$ cat src/rtl/ram_burst_writer.sv
// Burst writer: accepts a start address and word count, then streams
// handshaken input words into a RAM write port, one word per cycle.
module ram_burst_writer #(
    parameter int unsigned ADDR_W = 5,
    parameter int unsigned DATA_W = 4
) (
    input  logic              clk,
    input  logic              reset,
    input  logic              start,
    input  logic [ADDR_W-1:0] start_addr,
    input  logic [ADDR_W:0]   length,
    input  logic              abort,
    input  logic [DATA_W-1:0] in_data,
    input  logic              in_valid,
    output logic              in_ready,
    output logic [ADDR_W-1:0] wraddress,
    output logic [DATA_W-1:0] wrdata,
    output logic              wren,
    output logic              busy,
    output logic              done,
    output logic [ADDR_W:0]   count
);

    localparam int unsigned CNT_W = ADDR_W + 1;
    // Largest burst is one full pass over the address space.
    localparam logic [CNT_W-1:0] MAX_LEN = CNT_W'(1 << ADDR_W);

    typedef enum logic [1:0] {
        IDLE  = 2'd0,
        WRITE = 2'd1,
        DONE  = 2'd2
    } state_t;

    state_t            state_q, state_d;
    logic [ADDR_W-1:0] ptr_q, ptr_d;
    logic [CNT_W-1:0]  rem_q, rem_d;
    logic [CNT_W-1:0]  count_q, count_d;
    logic [ADDR_W-1:0] wraddress_q, wraddress_d;
    logic [DATA_W-1:0] wrdata_q, wrdata_d;
    logic              wren_q, wren_d;
    logic              done_q, done_d;
    logic              busy_q, busy_d;

    logic              in_ready_c;
    logic              hs_c;
    logic [CNT_W-1:0]  len_clamp_c;

    // Ready is a pure decode so abort can suppress the handshake in-cycle.
    always_comb begin
        in_ready_c  = (state_q == WRITE) && !abort;
        hs_c        = in_valid && in_ready_c;
        len_clamp_c = (length > MAX_LEN) ? MAX_LEN : length;
    end

    // Next-state, pointer/counter update and RAM write-port staging.
    always_comb begin
        state_d     = state_q;
        ptr_d       = ptr_q;
        rem_d       = rem_q;
        count_d     = count_q;
        wraddress_d = wraddress_q;
        wrdata_d    = wrdata_q;
        wren_d      = 1'b0;

        case (state_q)
            IDLE: begin
                if (start) begin
                    ptr_d   = start_addr;
                    rem_d   = len_clamp_c;
                    count_d = '0;
                    state_d = (len_clamp_c == '0) ? DONE : WRITE;
                end
            end
            WRITE: begin
                if (abort) begin
                    state_d = IDLE;
                end else if (hs_c) begin
                    wren_d      = 1'b1;
                    wraddress_d = ptr_q;
                    wrdata_d    = in_data;
                    ptr_d       = ptr_q + ADDR_W'(1);
                    count_d     = count_q + CNT_W'(1);
                    rem_d       = rem_q - CNT_W'(1);
                    if (rem_q == CNT_W'(1)) begin
                        state_d = DONE;
                    end
                end
            end
            DONE: begin
                state_d = IDLE;
            end
            default: begin
                state_d = IDLE;
            end
        endcase

        done_d = (state_d == DONE);
        busy_d = (state_d != IDLE);
    end

    // State and datapath registers; reset abandons any burst in flight.
    always_ff @(posedge clk or posedge reset) begin
        if (reset) begin
            state_q     <= IDLE;
            ptr_q       <= '0;
            rem_q       <= '0;
            count_q     <= '0;
            wraddress_q <= '0;
            wrdata_q    <= '0;
            wren_q      <= 1'b0;
            done_q      <= 1'b0;
            busy_q      <= 1'b0;
        end else begin
            state_q     <= state_d;
            ptr_q       <= ptr_d;
            rem_q       <= rem_d;
            count_q     <= count_d;
            wraddress_q <= wraddress_d;
            wrdata_q    <= wrdata_d;
            wren_q      <= wren_d;
            done_q      <= done_d;
            busy_q      <= busy_d;
        end
    end

    assign in_ready  = in_ready_c;
    assign wraddress = wraddress_q;
    assign wrdata    = wrdata_q;
    assign wren      = wren_q;
    assign busy      = busy_q;
    assign done      = done_q;
    assign count     = count_q;

endmodule
$ cat config.mk
export PLATFORM = sky130hd
export DESIGN_NAME = ram_burst_writer
export DESIGN_NICKNAME = d
export VERILOG_FILES = /design/src/rtl/ram_burst_writer.sv
export SDC_FILE = /design/constraint.sdc
export NUM_CORES = 1
export LEC_CHECK = 0
export CORE_ASPECT_RATIO = 0.8
export CORE_MARGIN = 3
export CORE_UTILIZATION = 60
export CTS_BUF_LIST = sky130_fd_sc_hd__clkbuf_8 sky130_fd_sc_hd__clkbuf_16
export CTS_CLUSTER_DIAMETER = 30
export DETAILED_ROUTE_END_ITERATION = 10
export DONT_BUFFER_PORTS = 1
export HOLD_SLACK_MARGIN = 0.03
export PLACE_DENSITY = 0.87
export SETUP_SLACK_MARGIN = 0.05
export SYNTH_ARGS = -nofsm -noshare
export SYNTH_HDL_FRONTEND = slang
export SYNTH_SLANG_ARGS = --single-unit
$ cat constraint.sdc
create_clock -name clk -period 2.78 [get_ports clk]
set_input_delay 0.834 -clock clk [delete_from_list [all_inputs] [get_ports clk]]
set_output_delay 0.834 -clock clk [all_outputs]
set_load 0.05 [all_outputs]
Word-level counts from Yosys, hierarchy flattened:

Cells that the tools add are included.

* flip-flop bits (word level): 31
* input port bits: 20
* output and inout bits: 19

* $add $sub $neg: 3
* magnitude comparators: 1
* equal/unequal tests: 6
* muxes and demuxes: 22
* bitwise logic cells: 1
* reduce and logical (&&, ||, !) cells: 9

Operators by type and width (number)
* 6-bit 2-to-1 mux: 7
* 6-bit one-hot mux with 2 select lines: 2
* 5-bit 2-to-1 mux: 3
* 2-bit 2-to-1 mux: 5
* 5-bit one-hot mux with 2 select lines: 1
* 6-bit by 1-bit adder with 6-bit output, second input constant: 1
* 6-bit by 1-bit equality test with 1-bit output, second input constant: 1
* 6-bit greater-than comparator, second input constant: 1
* 6-bit logical NOT: 1
* 2-bit inequality test, second input constant: 3
* 6-bit by 1-bit subtractor with 6-bit output, second input constant: 1
* 5-bit by 1-bit adder with 5-bit output, second input constant: 1
* 2-bit one-hot mux with 2 select lines: 1
* 4-bit AND reduction: 1
* 2-bit nonzero test: 2
* 1-bit 2-to-1 mux: 3
* 3-bit AND reduction: 1
* 2-bit by 1-bit equality test with 1-bit output, second input constant: 1
* 2-bit equality test, second input constant: 1
* 1-bit logical AND: 2
* 2-bit logical NOT: 1
* 1-bit logical NOT: 1
* 1-bit NOT: 1

Longest topological paths before layout:

* depth after elaboration: 7
* mapped depth: 6
* depth with buffers taken out: 6

Worst setup path after synthesis:

OpenSTA, ideal clock, no wires.

* path kind: input to output
* start: input abort
* end: output in_ready
* arrival: 1517 ps
* required time: 1946 ps
* setup slack: 429 ps
* cell stages on the path: 1
* buffers on the path: 0
* cell sequence: nor2_1

* word-level cells in the longest chain between the ends: 2

Ends and longest elaborated chain
* start: declaration: line 12 `input logic abort,`
* 1-bit logical NOT: line 50 `in_ready_c = (state_q == WRITE) && !abort;`
* 1-bit logical AND: line 50
* end: declaration: line 15 `output logic in_ready,`

No other way between the ends.

Worst setup path after layout:

* start: register state_q[1]
* end: output in_ready

* word-level cells in the longest chain between the ends: 2

Ends and longest elaborated chain
* start: declaration: line 34 `state_t state_q, state_d;`
* start signal: assignment: line 114 `state_q <= state_d;`
* 2-bit by 1-bit equality test with 1-bit output: line 50
* 1-bit logical AND: line 50

No other way between the ends.

==> metrics <==
Fillers=167; port bufs=0; final-report hold violation count=0; crit start category=flop; cell accounting for the most synthesized area=dfrtp_1; worst slew pin tran=575 ps; CTS tree=yes; Worst EP required=about 2000 ps; clk_lat worst skew=280 ps; area added between synthesis and finish=8.88%; antenna-violating nets left=0; CP max stage cell=dfrtp_1; crit path from=state_q[1]; GR Util All Layers=21.3%; Tmin final=2070 ps; Netlist Area Pre-Place=about 1500 um^2; Detailed Route WL=~3000 um; core area=2290 um^2; Die Wd=62.6 um; synthesized area per cell=10.5 um^2; final net count=175; Synth top area share=between 50% and 60%; status=complete, no violations; Post-synth EDFFs=0; antenna cells=0; initial drt markers=50; CP bufs+invs=1; Cells after Synth=146; final slew viol count=0; Post-CTS Resized=0; initial antenna violation count=0; Initial Util=around two thirds; Post-Syn Nets=between 150 and 200; async set-reset flop share out of synthesis=100%; Setup Viol. Count Final=0; synth warn=0; Vias per Instance=between 5 and 6; MaxCap Viol Count=0; drt first pass iters=4; root buffer cell=clkbuf_8; post-synthesis simple-gate area fraction=about 17%; Main synth FF type=dfrtp_1; Final Cycle Share=74.6%; pin count of the biggest net entering global routing=32; Wirelength per Cell=16.0 um; f_max=0.482 GHz; top post-synthesis cells by count=31 x dfrtp_1, 20 x nor2_1, 17 x o21ai_1, 8 x a21oi_1, 7 x nand2_1; final setup TNS=0 ps; worst hold path class=input pin to async pin; Worst Path Max Fanout=7; sequential fraction of the synthesis area=50.5%; CTS H-tree lvls=2; DRC viols=0; hold buffer count at cts=0; Max VDD drop=0.000737 V; xor/xnor cell area share of the yosys netlist=under 10%; number of synthesized register bits=31; post-CTS setup buffers=0; Die Area=about 3200 um^2; RSZ-0062 raised after global routing=false; CP Cell Sequence=nand2b_1 -> nor2_1 -> buf_4; r2r setup slk=940 ps; worst r2r src=state_q[1]; FF-to-FF path depth=5; CTS Sinks=31; Leak=0.000770 uW; via count=roughly 1,100; count leader, synth=dfrtp_1; Cell Pwr Density=1190 nW/um^2; gr ovfl total=0; Bufs on Longest Clock Path=2; die extent in y=51.3 um; multiplexer share of the synthesized area=10.7%; Arrival @ worst endpoint=1240 ps; dpl hpwl=2190 um; CTS Buf Count=5; adder-cell share of the synthesized area=3.26%; combinational family with the most area after synthesis=simple AND/OR/NAND/NOR gates; Critical Path Sink Type=output port; worst setup path class=flop to output port; synth top area cells=dfrtp_1 50%, mux2_4 5.9%, o21ai_1 5.5%, nor2_1 4.9%, ha_1 3.3%; IO Pins=39; worst r2r dst=count[5]; Synth cell types=34; GPL Wtd Cong=between 0.8 and 0.9; max incr delay on CP=460 ps; FP Rows=15; relative slew slack=between 60 and 70%; Worst Skew=9.36 ps; delay-heaviest family, CP=flip-flops; Power Total=about 2000 uW; vias in the first global route=1,084; share of cells above drive strength 1=15.8%; clock-pin slew on the worst setup and hold paths=70 ps; Synth Area in Compound Gates=a little under an eighth; first-pass GRT wire length=5090 um
-- how the worst max path moves through the flow --
stage	endpoint	slack (ps)	depth (start not counted)
floorplan	in_ready	430	1
global placement	count[5]	690	5
detailed placement	count[5]	650	5
finish	in_ready	710	3
global route	in_ready	640	3
CTS	in_ready	700	3
-- metrics by stage --
stage                     worst slack, ps  utilization [%]  cell area [um^2]  hold slack, ps  cells
after CTS                             696             73.1              1670             514    186
final                                 705             73.1              1670             512    186
after floorplan                       429                -              1540             466    146
after detailed placement              646             67.9              1560             497    178
after global placement                687             67.9              1560             491    178
after global routing                  638             73.1              1670             550    186
-- power by group --
group | total (uW) | switching, uW | internal [uW] | leakage (uW)
Clock | 453 | 164 | 290 | 0.0000612
Sequential | 1040 | 438 | 605 | 0.000395
Combinational | 496 | 260 | 236 | 0.000315
-- sequential cells by signal, summed over array words and instances (netlist names) --
signal / cells
count: 6
rem_q: 6
ptr_q: 5
wraddress: 5
wrdata: 4
state_q: 2
busy: 1
done: 1
wren: 1
-- final cells by class --
| cell class | instances | area, um^2 | share of cell area (%) |
|---|---|---|---|
| Tap cell | 34 | 42.5 | 2.54 |
| Sequential cell | 31 | 776 | 46.4 |
| Clock inverter | 2 | 35.0 | 2.09 |
| Inverter | 5 | 18.8 | 1.12 |
| Timing Repair Buffer | 4 | 30.0 | 1.80 |
| Clock buffer | 6 | 82.6 | 4.94 |
| Multi-Input combinational cell | 104 | 688 | 41.1 |
-- placed cells by master (no fill, tap or decap), types with 4 or more instances in the layout --
cell type | Yosys | layout
a21oi_1 | 8 | 8
xor2_1 | 4 | 4
mux2_4 | 6 | 6
ha_1 | 4 | 4
inv_1 | 5 | 5
dfrtp_1 | 31 | 31
buf_4 | 1 | 4
clkbuf_8 | 0 | 6
nor2_1 | 20 | 20
nand3_1 | 6 | 6
mux2_2 | 4 | 4
o21ai_1 | 17 | 17
nand2_1 | 7 | 7
-- metal layers --
| metal | part of all wire [%] | vias to the layer above | track usage, % |
|---|---|---|---|
| met5 | 0 | - | 0 |
| met3 | 8.1 | 6 | 8.57 |
| met4 | 1.5 | 0 | 7.69 |
| met1 | 40 | 520 | 24.5 |
| li1 | - | 524 | - |
| met2 | 50 | 37 | 36.3 |
-- cell families after synthesis --
group / count (synthesis)
simple gates: 51
compound gates: 32
flops: 31
mux: 13
buf+inv: 11
xor+xnor: 4
fa+ha+maj: 4
Power figures use the tool's default switching activity.
